**src/rtl/acc_pkg.sv**
```systemverilog
// Shared defaults and FSM state encoding for the matrix-vector sequencer.
package acc_pkg;
  localparam int DEFAULT_PE_NUMBER = 64;
  localparam int DEFAULT_ADDR_SIZE = 16;
  localparam int DEFAULT_WORD_SIZE = 32;

  // Value every base/address register returns to on reset.
  localparam logic [DEFAULT_ADDR_SIZE-1:0] ZERO_POINT_ADDR = '0;

  typedef enum logic [2:0] {
    IDLE,
    CLEAR,
    LOAD_VEC,
    STREAM,
    DRAIN,
    WRITE
  } state_t;
endpackage

```
**src/rtl/matvec_sequencer_if.sv**
```systemverilog
// Memory and systolic-array side of the sequencer: read/write ports plus element stream.
interface matvec_sequencer_if
  import acc_pkg::*;
#(
  parameter int PE_NUMBER = DEFAULT_PE_NUMBER,
  parameter int ADDR_SIZE = DEFAULT_ADDR_SIZE,
  parameter int WORD_SIZE = DEFAULT_WORD_SIZE
);
  logic                         r_en;
  logic [ADDR_SIZE-1:0]         r_addr;
  logic [WORD_SIZE-1:0]         r_data;
  logic                         w_en;
  logic [ADDR_SIZE-1:0]         w_addr;
  logic [WORD_SIZE-1:0]         w_data;
  logic                         arr_reset;
  logic                         pe_load;
  logic                         feed_valid;
  logic [WORD_SIZE-1:0]         feed_data;
  logic [$clog2(PE_NUMBER)-1:0] feed_idx;
  logic                         res_valid;
  logic [WORD_SIZE-1:0]         res_data;

  modport master (
    output r_en, r_addr, w_en, w_addr, w_data,
    output arr_reset, pe_load, feed_valid, feed_data, feed_idx,
    input  r_data, res_valid, res_data
  );

  modport slave (
    input  r_en, r_addr, w_en, w_addr, w_data,
    input  arr_reset, pe_load, feed_valid, feed_data, feed_idx,
    output r_data, res_valid, res_data
  );
endinterface

```
**src/rtl/seq_addr_gen.sv**
```systemverilog
// Walks PE_NUMBER consecutive read addresses from base + row*PE_NUMBER and delays the
// strobe/index by one cycle so they line up with the returning memory data.
module seq_addr_gen
  import acc_pkg::*;
#(
  parameter int PE_NUMBER = DEFAULT_PE_NUMBER,
  parameter int ADDR_SIZE = DEFAULT_ADDR_SIZE
) (
  input  logic                         clk,
  input  logic                         reset,
  input  logic                         run,
  input  logic [ADDR_SIZE-1:0]         base,
  input  logic [7:0]                   row,
  output logic                         r_en,
  output logic [ADDR_SIZE-1:0]         r_addr,
  output logic                         last,
  output logic                         dly_valid,
  output logic [$clog2(PE_NUMBER)-1:0] dly_idx
);
  localparam int IDX_W = $clog2(PE_NUMBER);
  localparam logic [ADDR_SIZE-1:0] ROW_STRIDE = ADDR_SIZE'(PE_NUMBER);
  localparam logic [IDX_W:0] CNT_ONE = {{IDX_W{1'b0}}, 1'b1};

  logic [IDX_W:0]   cnt_reg;
  logic             dly_valid_reg;
  logic [IDX_W-1:0] dly_idx_reg;

  // Count == PE_NUMBER is the cycle carrying the final delayed element.
  assign r_en      = run && !cnt_reg[IDX_W];
  assign last      = run && cnt_reg[IDX_W];
  assign r_addr    = r_en ? (base + ADDR_SIZE'(row) * ROW_STRIDE + ADDR_SIZE'(cnt_reg)) : '0;
  assign dly_valid = dly_valid_reg;
  assign dly_idx   = dly_idx_reg;

  always_ff @(posedge clk or posedge reset) begin
    if (reset) begin
      cnt_reg       <= '0;
      dly_valid_reg <= 1'b0;
      dly_idx_reg   <= '0;
    end else begin
      cnt_reg       <= r_en ? cnt_reg + CNT_ONE : '0;
      dly_valid_reg <= r_en;
      if (r_en) begin
        dly_idx_reg <= cnt_reg[IDX_W-1:0];
      end
    end
  end
endmodule

```
**src/rtl/matvec_sequencer.sv**
```systemverilog
// Job sequencer for a systolic matrix-vector unit: loads the vector as PE weights,
// streams each matrix row, waits for the row result and writes it back to memory.
module matvec_sequencer
  import acc_pkg::*;
#(
  parameter int PE_NUMBER = DEFAULT_PE_NUMBER,
  parameter int ADDR_SIZE = DEFAULT_ADDR_SIZE,
  parameter int WORD_SIZE = DEFAULT_WORD_SIZE
) (
  input  logic                 clk,
  input  logic                 reset,
  input  logic                 start,
  input  logic                 abort,
  input  logic [ADDR_SIZE-1:0] vec_base,
  input  logic [ADDR_SIZE-1:0] mat_base,
  input  logic [ADDR_SIZE-1:0] out_base,
  input  logic [7:0]           rows,
  output logic                 busy,
  output logic                 done,
  matvec_sequencer_if.master   bus
);
  localparam int IDX_W = $clog2(PE_NUMBER);

  state_t               state_reg, state_next;
  logic [ADDR_SIZE-1:0] vec_base_reg, mat_base_reg, out_base_reg;
  logic [7:0]           rows_reg, row_reg;
  logic [WORD_SIZE-1:0] result_reg;
  logic                 done_reg, abort_pulse_reg;
  logic                 accept, kill, last_row, w_en_c;
  logic                 gen_run, gen_last, dly_valid;
  logic [ADDR_SIZE-1:0] gen_base;
  logic [7:0]           gen_row;
  logic [IDX_W-1:0]     dly_idx;

  assign accept   = (state_reg == IDLE) && start;
  assign kill     = (state_reg != IDLE) && abort;
  assign last_row = ({1'b0, row_reg} + 9'd1) == {1'b0, rows_reg};
  // Gating the generator with kill stops reads in the abort cycle itself.
  assign gen_run  = ((state_reg == LOAD_VEC) || (state_reg == STREAM)) && !kill;
  assign gen_base = (state_reg == STREAM) ? mat_base_reg : vec_base_reg;
  assign gen_row  = (state_reg == STREAM) ? row_reg : 8'd0;

  seq_addr_gen #(
    .PE_NUMBER (PE_NUMBER),
    .ADDR_SIZE (ADDR_SIZE)
  ) u_addr_gen (
    .clk       (clk),
    .reset     (reset),
    .run       (gen_run),
    .base      (gen_base),
    .row       (gen_row),
    .r_en      (bus.r_en),
    .r_addr    (bus.r_addr),
    .last      (gen_last),
    .dly_valid (dly_valid),
    .dly_idx   (dly_idx)
  );

  always_ff @(posedge clk or posedge reset) begin
    if (reset) begin
      state_reg <= IDLE;
    end else begin
      state_reg <= state_next;
    end
  end

  always_comb begin
    state_next = state_reg;
    if (kill) begin
      state_next = IDLE;
    end else begin
      case (state_reg)
        IDLE:     if (start && (rows != 8'd0)) state_next = CLEAR;
        CLEAR:    state_next = LOAD_VEC;
        LOAD_VEC: if (gen_last) state_next = STREAM;
        STREAM:   if (gen_last) state_next = DRAIN;
        DRAIN:    if (bus.res_valid) state_next = WRITE;
        WRITE:    state_next = last_row ? IDLE : STREAM;
        default:  state_next = IDLE;
      endcase
    end
  end

  always_comb begin
    w_en_c         = (state_reg == WRITE) && !kill;
    busy           = (state_reg != IDLE);
    done           = done_reg;
    bus.arr_reset  = (state_reg == CLEAR) || abort_pulse_reg;
    bus.pe_load    = dly_valid && (state_reg == LOAD_VEC);
    bus.feed_valid = dly_valid && (state_reg == STREAM);
    bus.feed_data  = dly_valid ? bus.r_data : '0;
    bus.feed_idx   = dly_idx;
    bus.w_en       = w_en_c;
    bus.w_addr     = w_en_c ? (out_base_reg + ADDR_SIZE'(row_reg)) : '0;
    bus.w_data     = w_en_c ? result_reg : '0;
  end

  always_ff @(posedge clk or posedge reset) begin
    if (reset) begin
      vec_base_reg    <= ADDR_SIZE'(ZERO_POINT_ADDR);
      mat_base_reg    <= ADDR_SIZE'(ZERO_POINT_ADDR);
      out_base_reg    <= ADDR_SIZE'(ZERO_POINT_ADDR);
      rows_reg        <= '0;
      row_reg         <= '0;
      result_reg      <= '0;
      done_reg        <= 1'b0;
      abort_pulse_reg <= 1'b0;
    end else begin
      done_reg        <= 1'b0;
      abort_pulse_reg <= kill;
      if (accept) begin
        vec_base_reg <= vec_base;
        mat_base_reg <= mat_base;
        out_base_reg <= out_base;
        rows_reg     <= rows;
        row_reg      <= '0;
        done_reg     <= (rows == 8'd0);
      end
      if ((state_reg == DRAIN) && bus.res_valid && !kill) begin
        result_reg <= bus.res_data;
      end
      if ((state_reg == WRITE) && !kill) begin
        if (last_row) begin
          done_reg <= 1'b1;
        end else begin
          row_reg <= row_reg + 8'd1;
        end
      end
    end
  end
endmodule

```
**src/flat_wrapper.sv**
```systemverilog
// flat-port wrapper written by rule: the top's interface ports become plain ports
module matvec_sequencer_flat import acc_pkg::*;
#(
  parameter int PE_NUMBER = DEFAULT_PE_NUMBER,
  parameter int ADDR_SIZE = DEFAULT_ADDR_SIZE,
  parameter int WORD_SIZE = DEFAULT_WORD_SIZE
)
  (clk, reset, start, abort, vec_base, mat_base, out_base, rows, busy, done, bus_r_en, bus_r_addr, bus_w_en, bus_w_addr, bus_w_data, bus_arr_reset, bus_pe_load, bus_feed_valid, bus_feed_data, bus_feed_idx, bus_r_data, bus_res_valid, bus_res_data);
  matvec_sequencer_if #(.PE_NUMBER(PE_NUMBER), .ADDR_SIZE(ADDR_SIZE), .WORD_SIZE(WORD_SIZE)) bus_i ();
  input  logic clk;
  input  logic reset;
  input  logic start;
  input  logic abort;
  input  logic [ADDR_SIZE-1:0] vec_base;
  input  logic [ADDR_SIZE-1:0] mat_base;
  input  logic [ADDR_SIZE-1:0] out_base;
  input  logic [7:0] rows;
  output logic busy;
  output logic done;
  output wire logic [$bits(bus_i.r_en)-1:0] bus_r_en;
  output wire logic [$bits(bus_i.r_addr)-1:0] bus_r_addr;
  output wire logic [$bits(bus_i.w_en)-1:0] bus_w_en;
  output wire logic [$bits(bus_i.w_addr)-1:0] bus_w_addr;
  output wire logic [$bits(bus_i.w_data)-1:0] bus_w_data;
  output wire logic [$bits(bus_i.arr_reset)-1:0] bus_arr_reset;
  output wire logic [$bits(bus_i.pe_load)-1:0] bus_pe_load;
  output wire logic [$bits(bus_i.feed_valid)-1:0] bus_feed_valid;
  output wire logic [$bits(bus_i.feed_data)-1:0] bus_feed_data;
  output wire logic [$bits(bus_i.feed_idx)-1:0] bus_feed_idx;
  input wire logic [$bits(bus_i.r_data)-1:0] bus_r_data;
  input wire logic [$bits(bus_i.res_valid)-1:0] bus_res_valid;
  input wire logic [$bits(bus_i.res_data)-1:0] bus_res_data;
  assign bus_r_en = bus_i.r_en;
  assign bus_r_addr = bus_i.r_addr;
  assign bus_w_en = bus_i.w_en;
  assign bus_w_addr = bus_i.w_addr;
  assign bus_w_data = bus_i.w_data;
  assign bus_arr_reset = bus_i.arr_reset;
  assign bus_pe_load = bus_i.pe_load;
  assign bus_feed_valid = bus_i.feed_valid;
  assign bus_feed_data = bus_i.feed_data;
  assign bus_feed_idx = bus_i.feed_idx;
  assign bus_i.r_data = bus_r_data;
  assign bus_i.res_valid = bus_res_valid;
  assign bus_i.res_data = bus_res_data;
  matvec_sequencer #(.PE_NUMBER(PE_NUMBER), .ADDR_SIZE(ADDR_SIZE), .WORD_SIZE(WORD_SIZE)) u_core (.clk(clk), .reset(reset), .start(start), .abort(abort), .vec_base(vec_base), .mat_base(mat_base), .out_base(out_base), .rows(rows), .busy(busy), .done(done), .bus(bus_i));
endmodule
```
**config.mk**
```make
export PLATFORM = sky130hd
export DESIGN_NAME = matvec_sequencer_flat
export DESIGN_NICKNAME = d
export VERILOG_FILES = /design/src/rtl/acc_pkg.sv /design/src/rtl/matvec_sequencer_if.sv /design/src/rtl/seq_addr_gen.sv /design/src/rtl/matvec_sequencer.sv /design/src/flat_wrapper.sv
export SDC_FILE = /design/constraint.sdc
export NUM_CORES = 1
export LEC_CHECK = 0
export CAP_MARGIN = 20
export CELL_PAD_IN_SITES_DETAIL_PLACEMENT = 1
export CELL_PAD_IN_SITES_GLOBAL_PLACEMENT = 1
export CORE_MARGIN = 10
export CORE_UTILIZATION = 30
export DETAILED_ROUTE_END_ITERATION = 12
export GPL_ROUTABILITY_DRIVEN = 0
export PLACE_DENSITY_LB_ADDON = 0.3
export SYNTH_ARGS = -nofsm -noshare
export SYNTH_HDL_FRONTEND = slang
export SYNTH_HIERARCHICAL = 1
export SYNTH_SLANG_ARGS = --single-unit
```
**constraint.sdc**
```tcl
create_clock -name clk -period 3.77 [get_ports clk]
set_clock_uncertainty 0.2 [all_clocks]
set_input_delay 0.5655 -clock clk [delete_from_list [all_inputs] [get_ports clk]]
set_output_delay 0.5655 -clock clk [all_outputs]
set_load 0.01 [all_outputs]
```
==> results of run 1 <==
[area by class of cell]
type | count | area, µm²
diodes | 1 | 2.50
clock buffers | 18 | 429
clock inverters | 14 | 179
fillers | 2572 | 11900
inverters | 19 | 73.8
multi-input cells | 632 | 4090
flip-flops and latches | 115 | 2880
well taps | 285 | 357
repair buffers | 293 | 2770
[metrics by stage]
| stage | hold WS, ns | utilization | area (µm²) | setup TNS [ns] | power [mW] |
|---|---|---|---|---|---|
| floorplan | 0.246 | - | 6950 | 0 | 3.38 |
| CTS | 0.279 | 0.472 | 10700 | -1.20 | 6.21 |
| global placement | 0.263 | 0.437 | 9880 | -1.47 | 4.31 |
| global route | 0.299 | 0.476 | 10800 | -3.38 | 6.65 |
| detailed placement | 0.266 | 0.437 | 9880 | -2.54 | 4.39 |
| finish | 0.273 | 0.476 | 10800 | -1.28 | 6.17 |
[power by group through the flow]
stage	Sequential (mW)	Clock, mW	Combinational, mW
global placement	2.00	0	2.31
global route	2.07	1.77	2.82
floorplan	1.90	0	1.47
finish	2.00	1.67	2.50
detailed placement	2.02	0	2.37
CTS	2.01	1.71	2.49
[worst max-delay path, cell delays in order, from the launching register on]
cell and delay (ns):
dfrtp_1 0.39, inv_2 0.09, and3_4 0.22, and2_4 0.14
inv_2 0.03, fa_1 0.54, inv_2 0.05, ha_4 0.23
and3_4 0.16, a221oi_4 0.26, buf_6 0.17, o211ai_2 0.09
and3_1 0.15, o21a_1 0.16, buf_2 0.13
[logic make-up after synthesis]
logic type,share of synthesized area
xor+xnor,0.0443
flops,0.416
fa+ha+maj,0.0757
buf+inv,0.0324
mux,0.0536
compound gates,0.0814
simple gates,0.296
[placed cells by master, fill, tap and decap left out, types with 18 or more instances in the layout]
cell             instances
clkdlybuf4s50_1        213
nand3_1                 22
nor2_1                  36
ha_1                    23
nand2_1                249
xnor2_1                 18
and2_1                  80
dfrtp_1                115
buf_4                   55
mux2_2                  31
[routing by layer]
metal / up-vias / share of wire / routed length (µm) / GRT usage
li1: 3192 / - / - / -
met1: 3168 / 0.41 / 10200 / 0.195
met2: 100 / 0.54 / 13400 / 0.298
met3: 18 / 0.032 / 800 / 0.0319
met4: 0 / 0.012 / 304 / 0.0416
met5: - / 0 / 0 / 0
[what timing repair did]
action / 4_1_cts / 5_1_grt
resized for setup: 81 / 24
pin swaps: 21 / 6
buffers inserted: 5 / 5
endpoints found under the setup margin: 21 / 19
endpoints found under the hold margin: 0 / 0
[path summary, 6_finish.rpt]
check	start	end	cells after the start
min	u_core/u_addr_gen/dly_idx[0]$_DFFE_PP0P_	u_core/u_addr_gen/dly_idx[0]$_DFFE_PP0P_	2
min reg2reg	u_core/u_addr_gen/dly_idx[0]$_DFFE_PP0P_	u_core/u_addr_gen/dly_idx[0]$_DFFE_PP0P_	2
min in group asynchronous	reset	u_core/u_addr_gen/cnt_reg[2]$_DFF_PP0_	2
max in group asynchronous	reset	u_core/out_base_reg[9]$_DFFE_PP0P_	3
max reg2reg	u_core/row_reg[0]$_DFF_PP0_	u_core/row_reg[7]$_DFF_PP0_	8
max	u_core/state_reg[2]$_DFFE_PP0P_	bus_r_addr[13]	14
==> results.tsv, run 1 <==
metric	value	unit
failing checks	negative setup slack	
gr usage total	0.165	
most common cell in the netlist	nand2_1	
initial antenna violation count	1	
total grt overflow	0	
synth top area cells	dfrtp_1, nand2_1, and2_1	
Pint	3.93	mW
# rows	55	
Ys Warns	6	
Yosys top cell by area	dfrtp_1	
mapped cell area	0.00691	mm²
vias in the first global route	7103	
first-pass GRT wire length	38400	µm
Commonest cells post-synth	nand2_1, dfrtp_1, and2_1	
First DRT Iteration DRCs	217	
Worst Tran Pin Value	0.794	ns
register area share after synthesis	0.416	
die area	0.0295	mm²
Mapped Cells	803	
Mapped Nets	968	
switching share of power	0.364	
critical path peak fanout	5	
status	finished with violations	
Mapped Avg Cell Area	8.61	µm²
CP required	3.00	ns
fin nets	1243	
Seq pwr share	0.325	
Combinational Power Share	0.405	
Routed WL per cell	17.9	µm
placed cell count	1334	
Final setup viols	10	
RSZ-0062 raised after global routing	yes	
Slew HR	0.471	
largest net degree at the start of global routing	59	
fin. max-slew vios	0	
Post-synth EDFFs	0	
DRT Pass-1 Iters	4	
CP Class	flip-flop to primary output	
clk_lat worst skew	0.41	ns
Initial Util	0.305	
Worst Hold Class	flip-flop to flip-flop	
DP Worst Slack	-0.439	ns
MaxCap Viol Count	0	
routed vias/inst	4.70	
CP startpoint kind	flip-flop	
Die H	172	µm
final cell count without fillers	1377	
clk root buf	clkbuf_16	
CTS max path bufs	2	
cts hold-fix bufs	0	
final worst setup slack	-0.238	ns
CTS tree	yes	
final period utilization	1.06	
ys flop type	dfrtp_1	
post-synth top area share	0.416	
max reg flops	32	
Power per Cell Area	573	mW/mm²
Die W	172	µm
leakage	5.10	nW
vias post-DR	6478	
clock share of power	0.270	
top achievable clock speed	250	MHz
share of cells above drive strength 1	0.180	
library cells used by synthesis	57	
DRC	0	
Crit. End Element	primary output	
worst IR drop on VDD	356	µV
Routed WL	24700	µm
Reg2Reg Setup Slack	0.95	ns
Core ar.	0.0226	mm²
Hold Vio Cnt, Final	0	
num ports	234	
clk slew on worst S/H paths	0.06	ns
CTS sink cnt	115	
Area Overhead vs Synth	55.9	%
Detail Placement HPWL	19000	µm
Routed Antenna Nets	0	
total CTS buffers	17	
CTS H-tree depth	4	
Yosys reg bits	115	
NetSw	2.25	mW
Post-synth ARST share	1.00	
Final Critical Period	4.01	ns
number of port buffers	233	
Arr. time, crit path	3.24	ns
Power figures use the tool's default switching activity.
==> inputs of run 2 (changes only) <==
--- a/config.mk
+++ b/config.mk
@@ -13,6 +13,7 @@
 export DETAILED_ROUTE_END_ITERATION = 12
 export GPL_ROUTABILITY_DRIVEN = 0
 export PLACE_DENSITY_LB_ADDON = 0.3
+export SKIP_CTS_REPAIR_TIMING = 1
 export SYNTH_ARGS = -nofsm -noshare
 export SYNTH_HDL_FRONTEND = slang
 export SYNTH_HIERARCHICAL = 1
==> run 2 against run 1 <==
The flow still finishes with violations (negative setup slack). Design area increased by 1.8%. Flip-flop and latch count unchanged. Critical path depth increased by 1. Via count increased by 0.36%. Routed wire length increased by 2.1%. Critical path type unchanged. Power increased by 2.7%. Register-to-register slack improved by 0.02 ns. Clock-buffer cell count unchanged. First-iteration DRC count increased by 8.8%. Cell count increased by 0.58%. Largest cell class unchanged.
==> results.tsv, run 2 (synthesized netlist as in run 1, its figures left out) <==
metric	value	unit
largest net degree at the start of global routing	59	
switching share of power	0.364	
Die H	172	µm
vias in the first global route	6988	
CTS tree	yes	
Final Instance Area	0.0110	mm²
RSZ-0062 raised after global routing	yes	
dpl cell area	0.00988	mm²
Die W	172	µm
num ports	234	
DRC	0	
CTS max path bufs	2	
DRT Pass-1 Iters	4	
Core ar.	0.0226	mm²
Area Overhead vs Synth	58.8	%
Detail Placement HPWL	19000	µm
# rows	55	
Arr. time, crit path	3.39	ns
share of cells above drive strength 1	0.197	
routed vias/inst	4.69	
First DRT Iteration DRCs	236	
final worst setup slack	-0.381	ns
Routed WL per cell	18.2	µm
Final setup viols	9	
Hold Vio Cnt, Final	0	
commonest non-fill, non-tap cell in the layout	nand2_1	
initial antenna violation count	1	
Seq pwr share	0.317	
final period utilization	1.10	
total grt overflow	0	
clk slew on worst S/H paths	0.06	ns
Combinational Power Share	0.420	
clk root buf	clkbuf_16	
clock share of power	0.263	
critical path peak fanout	5	
leakage	5.21	nW
Crit. End Element	primary output	
Min Hold Slack	0.273	ns
Pint	4.03	mW
vias post-DR	6501	
failing checks	negative setup slack	
setup TNS	-1.99	ns
Routed WL	25200	µm
gr usage total	0.161	
CTS H-tree depth	4	
commonest cells after routing, fill and taps aside	nand2_1, clkdlybuf4s50_1, dfrtp_1	
Slew HR	0.472	
Worst Tran Pin Value	0.792	ns
Final Power	6.34	mW
CP startpoint kind	flip-flop	
worst IR drop on VDD	363	µV
Initial Util	0.305	
fin. max-slew vios	0	
Final Critical Period	4.15	ns
total CTS buffers	17	
MaxCap Viol Count	0	
number of port buffers	233	
clk_lat worst skew	0.41	ns
CP most frequent cell	inv_2	
first-pass GRT wire length	37700	µm
NetSw	2.31	mW
Core Util, Final	0.485	
status	finished with violations	
die area	0.0295	mm²
fin nets	1251	
Worst Hold Class	flip-flop to flip-flop	
CTS sink cnt	115	
top achievable clock speed	241	MHz
Routed Antenna Nets	0	
CP required	3.00	ns
slowest cell on the critical path	fa_1	
slowest stage delay, CP	0.54	ns
Power per Cell Area	578	mW/mm²
worst-path cell chain	inv_2 > and3_4 > and2_4 > inv_2 > fa_1 > inv_2 > ha_4 > and3_4 > a221oi_4 > buf_4 > buf_6 > nor3_2 > o21a_1 > nor3_2 > buf_2	
CP Class	flip-flop to primary output	
max reg flops	32	
run 2: cell types whose count changed in the layout (fill, tap and decap cells not counted), sizes merged:
| cell | delta |
|---|---|
| buf | +6 |
| dlygate4sd2 | -5 |
| dlymetal6s2s | +5 |
| clkbuf | +4 |
| clkdlybuf4s15 | -2 |
run 2: worst paths after layout:
path / cells past startpoint / slack [ns] / endpoint / start
max: 15 / -0.38 / bus_r_addr[15] / u_core/state_reg[2]$_DFFE_PP0P_
min in group asynchronous: 2 / 0.39 / u_core/u_addr_gen/cnt_reg[2]$_DFF_PP0_ / reset
max reg2reg: 8 / 0.97 / u_core/row_reg[7]$_DFF_PP0_ / u_core/row_reg[0]$_DFF_PP0_
min reg2reg: 2 / 0.27 / u_core/u_addr_gen/dly_idx[3]$_DFFE_PP0P_ / u_core/u_addr_gen/dly_idx[3]$_DFFE_PP0P_
min: 2 / 0.27 / u_core/u_addr_gen/dly_idx[3]$_DFFE_PP0P_ / u_core/u_addr_gen/dly_idx[3]$_DFFE_PP0P_
max in group asynchronous: 3 / 2.20 / u_core/out_base_reg[11]$_DFFE_PP0P_ / reset
run 2: metal layers:
layer  global-route usage  vias to the layer above  part of all wire
met2                0.288                       96              0.54
met5                    0                        -                 0
li1                     -                     3210                 -
met4               0.0416                        0             0.012
met3               0.0307                       19             0.030
met1                0.194                     3176              0.42
run 2: critical path, delay by kind of cell (launching register included):
family / cells / cell delay, ns
flip-flops: 1 / 0.39
adder cells (fa/ha/maj): 2 / 0.78
AND/OR/NAND/NOR: 5 / 0.68
buffers and inverters: 6 / 0.60
AO/OA/AOI/OAI: 2 / 0.52
run 2: stage by stage:
step / instances / worst slack (ns)
finish: 1385 / -0.381
floorplan: 803 / 0.0177
global route: 1385 / -0.577
CTS: 1366 / -0.891
detailed placement: 1334 / -0.439
global placement: 1334 / -0.287
run 2: area by class of cell:
class,instances,area [µm²]
diodes,1,2.50
clock inverters,14,179
clock buffers,18,429
well taps,285,357
inverters,19,73.8
flip-flops and latches,115,2880
repair buffers,301,2880
fillers,2560,11700
multi-input cells,632,4180
run 2: power by group through the flow:
stage / combinational (mW) / clock [mW] / sequential (mW)
after detailed placement: 2.37 / 0 / 2.02
after CTS: 2.40 / 1.71 / 2.00
after global placement: 2.31 / 0 / 2.00
after global routing: 2.98 / 1.77 / 2.07
after floorplan: 1.47 / 0 / 1.90
final: 2.67 / 1.67 / 2.01
